`src/rtl/uart_tx_fifo_pkg.sv`:
```
// Shared UART definitions: byte width, baud divider and the transmit-drain FSM states.
package uart_tx_fifo_pkg;

    localparam int UART_BYTE_W    = 8;
    localparam int DIV_115200_27M = 233;

    typedef enum logic [1:0] {
        IDLE      = 2'd0,
        START     = 2'd1,
        WAIT_DONE = 2'd2
    } tx_state_t;

endpackage

```
`src/rtl/uart_tx_fifo_sync_fifo.sv`:
```
// Single-clock first-word-fall-through FIFO with registered count and flags.
module sync_fifo
    import uart_tx_fifo_pkg::*;
#(
    parameter int WIDTH = UART_BYTE_W,
    parameter int DEPTH = 16,
    localparam int AW   = $clog2(DEPTH)
) (
    input  logic             clk,
    input  logic             rst,
    input  logic             wr_en,
    input  logic [WIDTH-1:0] wr_data,
    input  logic             rd_en,
    output logic [WIDTH-1:0] rd_data,
    output logic             full,
    output logic             empty,
    output logic [AW:0]      count
);

    logic [WIDTH-1:0] mem [DEPTH];
    logic [AW:0]      wr_ptr;
    logic [AW:0]      rd_ptr;
    logic [AW:0]      next_wr_ptr;
    logic [AW:0]      next_rd_ptr;
    logic [AW:0]      next_count;
    logic             do_write;
    logic             do_read;

    // Full blocks a write even when a pop happens in the same cycle.
    assign do_write = wr_en && !full;
    assign do_read  = rd_en && !empty;

    always_comb begin
        next_wr_ptr = wr_ptr;
        next_rd_ptr = rd_ptr;
        if (do_write) next_wr_ptr = wr_ptr + (AW+1)'(1);
        if (do_read)  next_rd_ptr = rd_ptr + (AW+1)'(1);
        next_count = next_wr_ptr - next_rd_ptr;
    end

    always_ff @(posedge clk) begin
        if (rst) begin
            wr_ptr <= '0;
            rd_ptr <= '0;
            count  <= '0;
            full   <= 1'b0;
            empty  <= 1'b1;
        end else begin
            wr_ptr <= next_wr_ptr;
            rd_ptr <= next_rd_ptr;
            count  <= next_count;
            full   <= (next_count == (AW+1)'(DEPTH));
            empty  <= (next_count == '0);
        end
    end

    always_ff @(posedge clk) begin
        if (do_write) mem[wr_ptr[AW-1:0]] <= wr_data;
    end

    assign rd_data = mem[rd_ptr[AW-1:0]];

endmodule

```
`src/rtl/uart_tx_fifo.sv`:
```
// Byte buffer in front of uart_tx: queues producer bytes and drains them one frame at a time.
module uart_tx_fifo
    import uart_tx_fifo_pkg::*;
#(
    parameter int DEPTH = 16,
    localparam int AW   = $clog2(DEPTH)
) (
    input  logic                   uart_clk,
    input  logic                   uart_rst,
    input  logic                   wr_en,
    input  logic [UART_BYTE_W-1:0] wr_data,
    output logic                   fifo_full,
    output logic                   fifo_empty,
    output logic [AW:0]            fifo_count,
    output logic                   overflow,
    input  logic                   overflow_clr,
    output logic                   tx_idle,
    output logic                   uart_tx_start,
    output logic [UART_BYTE_W-1:0] uart_tx_data,
    input  logic                   uart_tx_busy
);

    tx_state_t              state;
    logic [UART_BYTE_W-1:0] head;
    logic                   pop;

    assign pop = (state == IDLE) && !fifo_empty && !uart_tx_busy;

    sync_fifo #(
        .WIDTH (UART_BYTE_W),
        .DEPTH (DEPTH)
    ) u_fifo (
        .clk     (uart_clk),
        .rst     (uart_rst),
        .wr_en   (wr_en),
        .wr_data (wr_data),
        .rd_en   (pop),
        .rd_data (head),
        .full    (fifo_full),
        .empty   (fifo_empty),
        .count   (fifo_count)
    );

    // A frame already running in uart_tx survives reset; IDLE only issues once busy is low.
    always_ff @(posedge uart_clk) begin
        if (uart_rst) begin
            state         <= IDLE;
            uart_tx_start <= 1'b0;
            uart_tx_data  <= '0;
            overflow      <= 1'b0;
        end else begin
            if (wr_en && fifo_full) overflow <= 1'b1;
            else if (overflow_clr)  overflow <= 1'b0;

            case (state)
                IDLE: begin
                    if (pop) begin
                        uart_tx_data  <= head;
                        uart_tx_start <= 1'b1;
                        state         <= START;
                    end
                end
                START: begin
                    if (uart_tx_busy) begin
                        uart_tx_start <= 1'b0;
                        state         <= WAIT_DONE;
                    end
                end
                WAIT_DONE: begin
                    if (!uart_tx_busy) state <= IDLE;
                end
                default: begin
                    uart_tx_start <= 1'b0;
                    state         <= IDLE;
                end
            endcase
        end
    end

    assign tx_idle = fifo_empty && (state == IDLE) && !uart_tx_busy;

endmodule

```
`config.mk`:
```
export PLATFORM = sky130hd
export DESIGN_NAME = uart_tx_fifo
export DESIGN_NICKNAME = d
export VERILOG_FILES = /design/src/rtl/uart_tx_fifo_pkg.sv /design/src/rtl/uart_tx_fifo_sync_fifo.sv /design/src/rtl/uart_tx_fifo.sv
export SDC_FILE = /design/constraint.sdc
export NUM_CORES = 1
export LEC_CHECK = 0
export ABC_CLOCK_PERIOD_IN_PS = 6000
export BUFFER_PORTS_ARGS = -buffer_cell sky130_fd_sc_hd__buf_2
export CAP_MARGIN = 30
export CORE_UTILIZATION = 60
export CTS_CLUSTER_DIAMETER = 150
export DETAILED_ROUTE_END_ITERATION = 7
export HOLD_SLACK_MARGIN = 0.05
export PLACE_DENSITY_LB_ADDON = 0.25
export SYNTH_ARGS = -nofsm -noshare
export SYNTH_HDL_FRONTEND = slang
export SYNTH_SLANG_ARGS = --single-unit
```
`constraint.sdc`:
```
create_clock -name uart_clk -period 6 [get_ports uart_clk]
set_input_delay 0.3 -clock uart_clk [delete_from_list [all_inputs] [get_ports uart_clk]]
set_output_delay 0.3 -clock uart_clk [all_outputs]
set_load 0.02 [all_outputs]
```
# Yosys cells after proc, flatten, opt, wreduce, memory -nomap -nowiden
# Memory sizes are Yosys's and may differ from the RTL's. A register that Yosys moved wholly into a read port is not among the register bits.
# Index checks and enable logic that the tools add are counted.
# totals
register_bits	21
ramBits	128
input_bits	13
out_inout_bits	18
mem_count	1
# op_classes
addsub	3
n_eq_ne	6
mux	13
bitwise	1
reduce_logical	16
# mem_list
memory	words	width	read_ports	rd_clocked_by_memory_dff	write_ports	line_no	text
u_fifo.mem	16	8	1	1	1	uart_tx_fifo_sync_fifo.sv:20	logic [WIDTH-1:0] mem [DEPTH];
# op_table
op	n
$add 5x1->5 const B	2
$mux 5	2
$logic_and 1x1->1	7
$mux 1	6
$mux 2	3
$pmux 2 s3	1
$reduce_and 3->1	2
$eq 5x5->1 const B	1
$logic_not 5->1	1
$sub 5x5->5	1
$ne 2x2->1 const B	2
$logic_not 1->1	3
$pmux 1 s3	1
$eq 2x1->1 const B	1
$eq 2x2->1 const B	1
$logic_not 2->1	1
$ne 2x1->1 const B	1
$reduce_and 2->1	1
$reduce_bool 2->1	1
$not 1->1	1

# Logic depth before layout (Yosys ltp)
# Gate-level depths: netlist (run 1).
# logic_depth
word_depth	7
mapped_depth	11
mapped_depth_nobuf	10

# Modules after synthesis
# From an unflattened synthesis (run 1), not the netlist that was laid out.
# hier_totals
cells_unflattened	361
hier_area_um2	6424.9
# by_module_without_submodules
module	instances	cells_each	area_per_inst_um2	seq_area_each_um2
sync_fifo	1	309	5884.4	4184.0
uart_tx_fifo	1	52	540.5	240.2

# Least setup slack after synthesis (run 1)
# No wires, ideal clock.
# synth_path
path_kind	reg2reg
start	register u_fifo.empty
end	register u_fifo.empty
setup_time_ns	0.116
arrival_ns	2.428
required_ns	5.884
path_slack_ns	3.456
stages_incl_launch_ff	11
n_path_buf	1
synth_period_minus_slack_ns	2.544
path_cell_list	dfxtp_1 -> nor4_4 -> buf_2 -> mux2i_1 -> inv_1 -> fa_1 -> inv_1 -> a21o_1 -> a21oi_1 -> xnor3_1 -> a41o_1
# synth_via
elab_chain_cells	7
# synth_rtl
element	line_no	text
from (decl)	uart_tx_fifo_sync_fifo.sv:16	output logic empty,
from (signal assigned)	uart_tx_fifo_sync_fifo.sv:53	empty <= (next_count == '0);
$logic_not 1->1 *	uart_tx_fifo_sync_fifo.sv:31, uart_tx_fifo.sv:27	
$logic_and 1x1->1 (2 in a row)	uart_tx_fifo.sv:27	assign pop = (state == IDLE) && !fifo_empty && !uart_tx_busy;
$logic_and 1x1->1 *	uart_tx_fifo_sync_fifo.sv:31	assign do_read = rd_en && !empty;
$mux 5 *	uart_tx_fifo_sync_fifo.sv:37	if (do_read) next_rd_ptr = rd_ptr + (AW+1)'(1);
named net u_fifo.next_rd_ptr[1]	uart_tx_fifo_sync_fifo.sv:24	logic [AW:0] next_rd_ptr;
$sub 5x5->5 *	uart_tx_fifo_sync_fifo.sv:38	next_count = next_wr_ptr - next_rd_ptr;
$logic_not 5->1 *	uart_tx_fifo_sync_fifo.sv:53	
# Mark *: on every way through the listed nets, which the timed path passes. The rest lies on a longest branch.
# A chain may end at the register's enable or synchronous reset.

# Worst setup path in the final report (run 1)
# layout_path
start	register u_fifo.rd_ptr[0]
end	register u_fifo.empty
# layout_via
elab_chain_cells	4
# layout_rtl
element	line_no	text
from (decl)	uart_tx_fifo_sync_fifo.sv:22	logic [AW:0] rd_ptr;
from (signal assigned)	uart_tx_fifo_sync_fifo.sv:50	rd_ptr <= next_rd_ptr;
$add 5x1->5	uart_tx_fifo_sync_fifo.sv:37	
$mux 5	uart_tx_fifo_sync_fifo.sv:37	
named net u_fifo.next_rd_ptr[1]	uart_tx_fifo_sync_fifo.sv:24	
$sub 5x5->5	uart_tx_fifo_sync_fifo.sv:38	
$logic_not 5->1	uart_tx_fifo_sync_fifo.sv:53	
# The timed path passes the listed nets, and every way through them passes these cells.

==> results.sh, run 1 <==
export IMPL_report_final_hold_viol_count=0
export IMPL_max_cap_violations=0
export IMPL_synth_net_count=369
export IMPL_cts_sink_count=157
export IMPL_worst_endpoint_arrival_ns=3.55
export IMPL_dpl_cell_area_sq_mm=0.00641
export IMPL_grt_pass1_vias=3212
export IMPL_ctsResizeCount=0
export IMPL_ir_drop_mv=0.197
export IMPL_floorplan_initialDensity=0.624
export IMPL_worst_endpoint_required_ns=6.41
export IMPL_synth_top_area_frac=0.627
export IMPL_synthesis_instances=346
export IMPL_route_antenna_remaining_nets=0
export IMPL_wire_per_inst_um=22.3
export IMPL_syn_cell_area_sq_mm=0.00613
export IMPL_grt_overflow=0
export IMPL_final_setup_viol_count=0
export IMPL_final_cells=531
export IMPL_worst_slew_margin_rel=0.353
export IMPL_fraction_of_the_yosys_area_taken_by_sequential_cells=0.722
export IMPL_synth_top_cells_by_area="sky130_fd_sc_hd__edfxtp_1, sky130_fd_sc_hd__mux4_2, sky130_fd_sc_hd__dfxtp_1, sky130_fd_sc_hd__nor2_1, sky130_fd_sc_hd__a22oi_1"
export IMPL_port_buffers=30
export IMPL_drt_initial_drc_count=258
export IMPL_cp_max_fo=23
export IMPL_post_route_drc_count=0
export IMPL_grt_max_degree=36
export IMPL_synth_ff_latch_count=157
export IMPL_clock_tree_root_cell="sky130_fd_sc_hd__clkbuf_8"
export IMPL_insertion_delay_to_the_later_sink_of_the_worst_skew_pair_ns=0.52
export IMPL_cts_h_tree_lvls=4
export IMPL_category_of_the_worst_setup_path_launch_point="register"
export IMPL_cell_with_the_most_instances_after_synthesis="sky130_fd_sc_hd__edfxtp_1"
export IMPL_synth_area_leader_cell="sky130_fd_sc_hd__edfxtp_1"
export IMPL_max_slew_worst_pin_slew_ns=0.963
export IMPL_synth_top_flop_cell="sky130_fd_sc_hd__edfxtp_1"
export IMPL_routabilityCongestion=0.838
export IMPL_syn_area_per_cell_sq_um=17.7
export IMPL_antenna_found_initial=0
export IMPL_vias=3131
export IMPL_row_count=36
export IMPL_synth_xor_xnor_area_share=0.0194
export IMPL_clock_skew_final_ns=0.00727
export IMPL_critical_path_class="register to register"
export IMPL_grt_setup_unrepaired="false"
export IMPL_final_seq_area_sq_mm=0.00443
export IMPL_dpl_wire_length_um=7240
export IMPL_power_total_mw=2.70
export IMPL_synthesis_yosys_warnings=0
export IMPL_cts_root_to_sink_buffers=2
export IMPL_ff2ff_path_depth=10
export IMPL_cp_end_kind="register"
export IMPL_insertedDiodeCount=0
export IMPL_cellLeakagePower_nw=2.39
export IMPL_dieWidth_um=103
export IMPL_core_area_sq_mm=0.00982
export IMPL_postCtsHoldBufs=3
export IMPL_synth_adder_area_share=0.0217
export IMPL_design_die_area_sq_mm=0.0106
export IMPL_layout_cell_area_non_filler_sq_mm=0.00700
export IMPL_chip_height_um=103
export IMPL_post_synth_mux_area_share=0.132
export IMPL_combinational_family_with_the_most_area_after_synthesis="multiplexers"
export IMPL_ioPinCount=31
export IMPL_synth_cells_most_frequent="sky130_fd_sc_hd__edfxtp_1, sky130_fd_sc_hd__nor2_1, sky130_fd_sc_hd__mux4_2"
export IMPL_synth_simple_gate_area_frac=0.0578
export IMPL_shortest_clock_period_the_worst_path_allows_after_layout_ns=3.14
export IMPL_final_max_slew_viol_count=0
export IMPL_post_synth_edffs=128
export IMPL_tritoncts_num_buffers=17
export IMPL_cts_tree="yes"
export IMPL_area_taken_by_multi_input_logic_gates_sq_mm=0.00160
export IMPL_synth_lib_cells_used_distinct=32
export IMPL_finish_net_count=409
export IMPL_synth_compound_gate_area_share=0.0296
export IMPL_track_usage=0.250
export IMPL_fin_tns_setup_ns=0
export IMPL_final_min_period_over_clock_period=0.523
export IMPL_layout_filler_cells=643
export IMPL_layout_drive_gt1_share=0.241
export IMPL_min_delay_path_depth=1
export IMPL_number_of_cells_in_the_design_after_placement=497
export IMPL_drt_vias_per_instance=5.90
export IMPL_outcome="finished clean"
export IMPL_clock_fmax_mhz=319
export IMPL_power_density_mw_per_mm2=386
export IMPL_first_pass_grt_wire_length_um=17800
export IMPL_hold_class="input port to register"
export IMPL_drt_pre_antenna_iters=4
export IMPL_drt_wl_total_um=11900
export IMPL_postCtsSetupRepairBufs=0
export IMPL_clk_pin_slew_worst_paths_ns=0.06
export IMPL_area_growth_synth_to_final_pct=14.3
export IMPL_ys_async_sr_fraction=0
-- stage by stage --
step	hold slack, ns	setup WS, ns	util
finish	0.167	2.86	0.713
detailed placement	0.462	2.86	0.653
global placement	0.449	3.00	0.653
CTS	0.144	2.82	0.713
floorplan	0.389	3.46	-
global route	0.150	2.63	0.713
-- path summary, 6_finish.rpt --
| kind | startpoint | end | slack, ns |
|---|---|---|---|
| setup / recovery | u_fifo.rd_ptr[0] | u_fifo.empty | 2.86 |
| hold / removal | wr_data[1] | u_fifo.mem[11][1] | 0.17 |
| setup reg to reg | u_fifo.rd_ptr[0] | u_fifo.empty | 2.86 |
| hold reg to reg | uart_tx_start | uart_tx_start | 0.48 |
-- sequential cells by signal (all words and copies together), names as in the netlist --
register and count:
u_fifo.empty 1, overflow 1, uart_tx_data 8, u_fifo.wr_ptr 5, state 2, u_fifo.count 5
u_fifo.rd_ptr 5, u_fifo.mem 128, uart_tx_start 1, u_fifo.full 1
-- cell families after synthesis --
group,Yosys count
DFF,157
xor gates and xnor gates,12
AOI/OAI and AO/OA,26
adders and majority gates,10
buffers and inverters,24
muxes,41
and+or+nand+nor,76
-- critical path, stage by stage, from the launching register on --
cell and delay [ns]:
sky130_fd_sc_hd__dfxtp_2 0.62, sky130_fd_sc_hd__buf_4 0.49, sky130_fd_sc_hd__ha_1 0.32, sky130_fd_sc_hd__mux2i_1 0.26, sky130_fd_sc_hd__inv_1 0.12, sky130_fd_sc_hd__fa_1 0.46
sky130_fd_sc_hd__inv_1 0.08, sky130_fd_sc_hd__a21o_1 0.10, sky130_fd_sc_hd__a21oi_1 0.07, sky130_fd_sc_hd__xnor3_1 0.24, sky130_fd_sc_hd__a41o_1 0.26
-- where the power goes --
part           internal, mW  total (mW)  switching [mW]
Combinational         0.184       0.400           0.216
Clock                 0.630        1.03           0.405
Sequential             1.23        1.27          0.0384
-- layout make-up --
class | instances | share of cell area
clock inverters | 11 | 0.0202
clock buffers | 20 | 0.0607
well taps | 133 | 0.0238
flip-flops and latches | 157 | 0.632
inverters | 6 | 0.00322
repair buffers | 39 | 0.0322
multi-input cells | 165 | 0.228
-- placed cells by master (no fill, tap or decap), types with 2 or more instances in the layout --
cell	Yosys	layout
sky130_fd_sc_hd__edfxtp_1	128	128
sky130_fd_sc_hd__nor2_1	36	36
sky130_fd_sc_hd__mux4_2	32	32
sky130_fd_sc_hd__buf_2	8	30
sky130_fd_sc_hd__dfxtp_1	29	28
sky130_fd_sc_hd__nand2_1	16	16
sky130_fd_sc_hd__a22oi_1	16	16
sky130_fd_sc_hd__clkbuf_16	0	16
sky130_fd_sc_hd__mux2i_1	9	9
sky130_fd_sc_hd__ha_1	9	9
sky130_fd_sc_hd__nor2b_1	6	6
sky130_fd_sc_hd__xnor2_1	6	6
sky130_fd_sc_hd__inv_1	6	6
sky130_fd_sc_hd__buf_4	1	6
sky130_fd_sc_hd__xor2_1	5	5
sky130_fd_sc_hd__a21oi_1	5	5
sky130_fd_sc_hd__nor3_1	5	5
sky130_fd_sc_hd__nand2b_1	3	3
sky130_fd_sc_hd__bufinv_16	0	3
sky130_fd_sc_hd__clkbuf_1	7	3
sky130_fd_sc_hd__dlygate4sd3_1	0	3
sky130_fd_sc_hd__nand4_1	2	2
sky130_fd_sc_hd__and2_1	2	2
sky130_fd_sc_hd__o21ai_0	2	2
sky130_fd_sc_hd__nand3_1	2	2
sky130_fd_sc_hd__inv_6	0	2
sky130_fd_sc_hd__clkinv_1	0	2
-- metal layers --
metal | wire, um | up-vias | GRT usage
met4 | 206 | 0 | 0.103
li1 | - | 1418 | -
met1 | 4730 | 1600 | 0.316
met2 | 6130 | 93 | 0.405
met5 | 0 | - | 0
met3 | 795 | 20 | 0.0814
Note: power is estimated with default switching activity, not from simulation.
==> run 2, diff against run 1 <==
Settings changed: ABC_CLOCK_PERIOD_IN_PS 6000 to 2790, CORE_UTILIZATION 60 to 54.
Clock period 6 ns to 2.79 ns, I/O delays scaled along.
==> run 2 against run 1 <==
- largest cell class unchanged
- maximum frequency is 20% higher
- power is 110% higher
- global-route usage is 2.7 points lower
- hold slack worse by 0.050 ns
- core utilization is 6.2 points lower
- worst setup slack worse by 2.7 ns
- clock skew is 0.0024 ns higher
==> results.sh, run 2 (same netlist as run 1, synthesis figures left out) <==
export IMPL_grt_max_degree=30
export IMPL_final_min_period_over_clock_period=0.942
export IMPL_drt_vias_per_instance=5.70
export IMPL_cts_tree="yes"
export IMPL_power_density_mw_per_mm2=809
export IMPL_post_route_drc_count=0
export IMPL_crit_path_cell_trace="nor4_4 -> xor2_1 -> ha_1 -> fa_1 -> inv_1 -> a21o_1 -> a21oi_1 -> xnor3_1 -> a41o_1"
export IMPL_grt_pass1_vias=3209
export IMPL_worst_endpoint_arrival_ns=2.93
export IMPL_layout_cells_most_common_list="sky130_fd_sc_hd__edfxtp_1, sky130_fd_sc_hd__nor2_1, sky130_fd_sc_hd__mux4_2, sky130_fd_sc_hd__buf_2, sky130_fd_sc_hd__dfxtp_1"
export IMPL_ctsResizeCount=0
export IMPL_cp_end_kind="register"
export IMPL_insertion_delay_to_the_later_sink_of_the_worst_skew_pair_ns=0.41
export IMPL_max_cap_violations=0
export IMPL_grt_setup_unrepaired="false"
export IMPL_crit_path_max_incr_delay_ns=0.49
export IMPL_dieWidth_um=109
export IMPL_clock_fmax_mhz=381
export IMPL_wire_per_inst_um=21.4
export IMPL_max_slew_worst_pin_slew_ns=0.781
export IMPL_final_setup_viol_count=0
export IMPL_antenna_found_initial=0
export IMPL_holdWs_ns=0.117
export IMPL_drt_wl_total_um=11900
export IMPL_area_growth_synth_to_final_pct=16.3
export IMPL_grt_overflow=0
export IMPL_clock_tree_root_cell="sky130_fd_sc_hd__clkbuf_16"
export IMPL_clock_skew_final_ns=0.00970
export IMPL_cts_root_to_sink_buffers=2
export IMPL_number_of_cells_in_the_design_after_placement=520
export IMPL_mostFrequentLayoutCell="sky130_fd_sc_hd__edfxtp_1"
export IMPL_critical_path_class="register to register"
export IMPL_floorplan_initialDensity=0.560
export IMPL_outcome="finished clean"
export IMPL_crit_slowest_cell="sky130_fd_sc_hd__nor4_4"
export IMPL_cp_max_fo=6
export IMPL_insertedDiodeCount=0
export IMPL_clk_pin_slew_worst_paths_ns=0.06
export IMPL_core_area_sq_mm=0.0109
export IMPL_track_usage=0.223
export IMPL_port_buffers=30
export IMPL_fin_tns_setup_ns=0
export IMPL_ioPinCount=31
export IMPL_flip_flop_count_of_the_largest_register_after_layout=128
export IMPL_tritoncts_num_buffers=17
export IMPL_vias=3157
export IMPL_drt_initial_drc_count=237
export IMPL_route_antenna_remaining_nets=0
export IMPL_layout_drive_gt1_share=0.273
export IMPL_drt_pre_antenna_iters=4
export IMPL_cts_sink_count=157
export IMPL_report_final_hold_viol_count=0
export IMPL_routabilityCongestion=0.774
export IMPL_row_count=38
export IMPL_first_pass_grt_wire_length_um=18100
export IMPL_final_cells=554
export IMPL_chip_height_um=109
export IMPL_worst_endpoint_required_ns=3.09
export IMPL_design_die_area_sq_mm=0.0118
export IMPL_finish_net_count=425
export IMPL_cellLeakagePower_nw=2.47
export IMPL_cts_h_tree_lvls=4
export IMPL_worst_slew_margin_rel=0.478
export IMPL_hold_class="input port to register"
export IMPL_dpl_wire_length_um=7410
export IMPL_ir_drop_mv=0.519
export IMPL_category_of_the_worst_setup_path_launch_point="register"
export IMPL_final_max_slew_viol_count=0
export IMPL_shortest_clock_period_the_worst_path_allows_after_layout_ns=2.63
## run 2: changes by cell type in the layout (fill, tap and decap cells not counted), sizes merged
| cell | before | now |
|---|---|---|
| clkinv | 4 | 6 |
| buf | 36 | 52 |
| inv | 8 | 7 |
| bufinv | 3 | 2 |
## run 2: critical path: cells and delay by family (launching register included)
| family | cells | cell delay (ns) |
|---|---|---|
| compound gates | 3 | 0.58 |
| xor+xnor | 2 | 0.57 |
| fa+ha+maj | 2 | 0.45 |
| buf+inv | 1 | 0.05 |
| flops | 1 | 0.37 |
| simple gates | 1 | 0.49 |
## run 2: final cells by class
type,instances,area (sq um)
clock buffer,20,437
clock inverter,11,120
fill,766,3810
inverter,6,22.5
multi-input combinational,165,1600
sequential,157,4430
tap,140,175
timing repair buffer,55,345
## run 2: report_power, final
group / total (mW) / internal (mW) / leakage [nW] / switching (mW)
clock: 2.16 / 1.31 / 0.268 / 0.855
combinational: 0.903 / 0.409 / 0.808 / 0.494
sequential: 2.70 / 2.64 / 1.39 / 0.0593
total: 5.77 / 4.36 / 2.47 / 1.41
## run 2: metrics by stage
step                setup WS, ns  utilization  total power [mW]  cell area (sq um)
finish                     0.163        0.651              5.77               7120
detailed placement         0.211        0.598              3.65               6540
CTS                        0.158        0.651              5.82               7120
global route             0.00719        0.651              5.96               7120
floorplan                  0.246            -              3.39               6130
global placement           0.364        0.598              3.62               6540
## run 2: repair_timing
item                                    in CTS  in global routing
hold buffers                                 3                  0
setup buffers                                0                  0
endpoints found under the setup margin       0                  0
endpoints found under the hold margin        3                  0
## run 2: final timing paths
check	start	end	slack, ns	cells past startpoint
worst max register to register	state[1]	u_fifo.empty	0.16	9
worst min-delay path	wr_data[6]	u_fifo.mem[8][6]	0.12	1
worst max-delay path	state[1]	u_fifo.empty	0.16	9
worst min register to register	uart_tx_start	uart_tx_start	0.49	2
## run 2: metal layers
| layer | vias up | part of all wire | track usage |
|---|---|---|---|
| li1 | 1455 | - | - |
| met1 | 1621 | 0.43 | 0.300 |
| met2 | 72 | 0.51 | 0.363 |
| met3 | 9 | 0.053 | 0.0410 |
| met4 | 0 | 0.0090 | 0.0878 |
| met5 | - | 0 | 0 |
==> run 3, diff against run 2 <==
--- a/config.mk
+++ b/config.mk
@@ -14,5 +14,7 @@
 export HOLD_SLACK_MARGIN = 0.05
 export PLACE_DENSITY_LB_ADDON = 0.25
+export SLEW_MARGIN = 20
 export SYNTH_ARGS = -nofsm -noshare
 export SYNTH_HDL_FRONTEND = slang
 export SYNTH_SLANG_ARGS = --single-unit
+export TNS_END_PERCENT = 20
==> constraint.sdc (replaced) <==
create_clock -name uart_clk -period 2.79 [get_ports uart_clk]
set_input_delay 0.558 -clock uart_clk [delete_from_list [all_inputs] [get_ports uart_clk]]
set_output_delay 0.558 -clock uart_clk [all_outputs]
set_load 0.02 [all_outputs]
==> run 3 against run 2 <==
- combinational power decreased by 0.6%
- clock-buffer cell count grew 4
- clock power about the same
- final area down 0.21%
- via count up 1.4%
==> results.sh, run 3 (same netlist as run 1, synthesis figures left out) <==
export IMPL_outcome="finished clean"
export IMPL_ctsResizeCount=0
export IMPL_max_slew_worst_pin_slew_ns=0.784
export IMPL_track_usage=0.227
export IMPL_met2_usage=0.334
export IMPL_drt_initial_drc_count=198
export IMPL_seq_power_share=0.470
export IMPL_dpl_wire_length_um=7250
export IMPL_wire_per_inst_um=21.2
export IMPL_drt_wl_total_um=11800
export IMPL_core_area_sq_mm=0.0109
export IMPL_insertedDiodeCount=0
export IMPL_worst_slew_margin_rel=0.476
export IMPL_total_switching_power_mw=1.41
export IMPL_finish_net_count=425
export IMPL_grt_setup_unrepaired="false"
export IMPL_design_die_area_sq_mm=0.0118
export IMPL_critical_path_class="register to register"
export IMPL_internal_power_mw=4.34
export IMPL_clockPowerShare=0.374
export IMPL_final_min_period_over_clock_period=0.902
export IMPL_cellLeakagePower_nw=2.47
export IMPL_comb_power_share=0.156
export IMPL_mostFrequentLayoutCell="sky130_fd_sc_hd__edfxtp_1"
export IMPL_max_cap_violations=0
export IMPL_layout_cells_most_common_list="sky130_fd_sc_hd__edfxtp_1, sky130_fd_sc_hd__nor2_1, sky130_fd_sc_hd__mux4_2, sky130_fd_sc_hd__buf_2, sky130_fd_sc_hd__dfxtp_1"
export IMPL_clock_skew_final_ns=0.00850
export IMPL_chip_height_um=109
export IMPL_grt_pass1_vias=3155
export IMPL_hold_class="input port to register"
export IMPL_worst_endpoint_arrival_ns=2.83
export IMPL_cts_sink_count=157
export IMPL_final_setup_viol_count=0
export IMPL_cp_max_fo=5
export IMPL_flip_flop_count_of_the_largest_register_after_layout=128
export IMPL_drt_vias_per_instance=5.77
export IMPL_clk_pin_slew_worst_paths_ns=0.06
export IMPL_cp_end_kind="register"
export IMPL_routabilityCongestion=0.744
export IMPL_cts_h_tree_lvls=4
export IMPL_postCtsSetupRepairBufs=0
export IMPL_antenna_found_initial=0
export IMPL_drt_pre_antenna_iters=4
export IMPL_final_cells=555
export IMPL_final_max_slew_viol_count=0
export IMPL_switching_share=0.245
export IMPL_vias=3201
export IMPL_global_route_usage_met1=0.327
export IMPL_port_buffers=30
export IMPL_dieWidth_um=109
export IMPL_row_count=38
export IMPL_grt_busiest_layer="met2"
export IMPL_clock_tree_root_cell="sky130_fd_sc_hd__clkbuf_16"
export IMPL_post_route_drc_count=0
export IMPL_fin_tns_setup_ns=0
export IMPL_first_pass_grt_wire_length_um=18300
export IMPL_grt_max_degree=30
export IMPL_clock_fmax_mhz=397
export IMPL_worst_endpoint_required_ns=3.10
export IMPL_route_antenna_remaining_nets=0
export IMPL_postCtsHoldBufs=0
export IMPL_number_of_cells_in_the_design_after_placement=523
export IMPL_grt_met3_usage=0.0723
export IMPL_cts_root_to_sink_buffers=2
export IMPL_area_growth_synth_to_final_pct=16.0
export IMPL_grt_overflow=0
export IMPL_tritoncts_num_buffers=17
export IMPL_category_of_the_worst_setup_path_launch_point="register"
export IMPL_layout_drive_gt1_share=0.275
export IMPL_insertion_delay_to_the_later_sink_of_the_worst_skew_pair_ns=0.42
export IMPL_power_density_mw_per_mm2=808
export IMPL_ir_drop_mv=0.625
export IMPL_power_total_mw=5.74
export IMPL_cts_tree="yes"
export IMPL_ioPinCount=31
export IMPL_shortest_clock_period_the_worst_path_allows_after_layout_ns=2.52
export IMPL_layout_filler_cells=760
export IMPL_report_final_hold_viol_count=0
export IMPL_floorplan_initialDensity=0.560
-- run 3: cell count changes in the layout (fill, tap and decap cells not counted), sizes merged --
cell / before / now
bufinv: 2 / 1
clkbuf: 20 / 24
clkinvlp: 2 / 1
buf: 52 / 55
dlygate4sd3: 3 / 0
inv: 7 / 6
-- run 3: area by class of cell --
type | instances | area (sq um) | area share
Clock inverter | 8 | 67.6 | 0.00951
Sequential cell | 157 | 4430 | 0.623
Timing Repair Buffer | 55 | 338 | 0.0475
Multi-Input combinational cell | 165 | 1600 | 0.225
Inverter | 6 | 22.5 | 0.00317
Clock buffer | 24 | 482 | 0.0678
Tap cell | 140 | 175 | 0.0246
-- run 3: per-stage QoR --
stage	cell area, sq um	utilization	hold WS, ns	setup slack, ns
floorplan	6130	-	0.473	0.187
global placement	6560	0.600	0.449	0.192
detailed placement	6560	0.600	0.470	0.0995
CTS	7110	0.650	0.374	0.270
global route	7110	0.650	0.397	0.114
finish	7110	0.650	0.394	0.273
-- run 3: worst max-delay path: stages (launching register included) --
cell and delay [ns]:
sky130_fd_sc_hd__dfxtp_1 0.36, sky130_fd_sc_hd__nor4_4 0.43, sky130_fd_sc_hd__xor2_1 0.24, sky130_fd_sc_hd__ha_1 0.23
sky130_fd_sc_hd__fa_1 0.24, sky130_fd_sc_hd__inv_1 0.06, sky130_fd_sc_hd__a21o_1 0.17, sky130_fd_sc_hd__a21oi_1 0.17
sky130_fd_sc_hd__xnor3_1 0.28, sky130_fd_sc_hd__a41o_1 0.24
-- run 3: metal layers --
metal	share of wire	vias up
li1	-	1448
met1	0.44	1642
met3	0.074	9
met4	0.0092	0
met5	0	-
met2	0.48	102
-- run 3: final timing paths --
check        cells after the start         start  slack [ns]           end
max                              9      state[1]        0.27  u_fifo.empty
min                              2  uart_tx_busy        0.39      state[0]
max reg2reg                      9      state[1]        0.27  u_fifo.empty
min reg2reg                      2      overflow        0.48      overflow
-- run 3: power groups by stage --
stage	registers, mW	logic (mW)	clock network [mW]
after floorplan	2.81	0.584	0
after global placement	2.74	0.891	0
after detailed placement	2.75	0.907	0
after CTS	2.70	0.917	2.18
after global routing	2.71	0.984	2.28
final	2.70	0.898	2.15
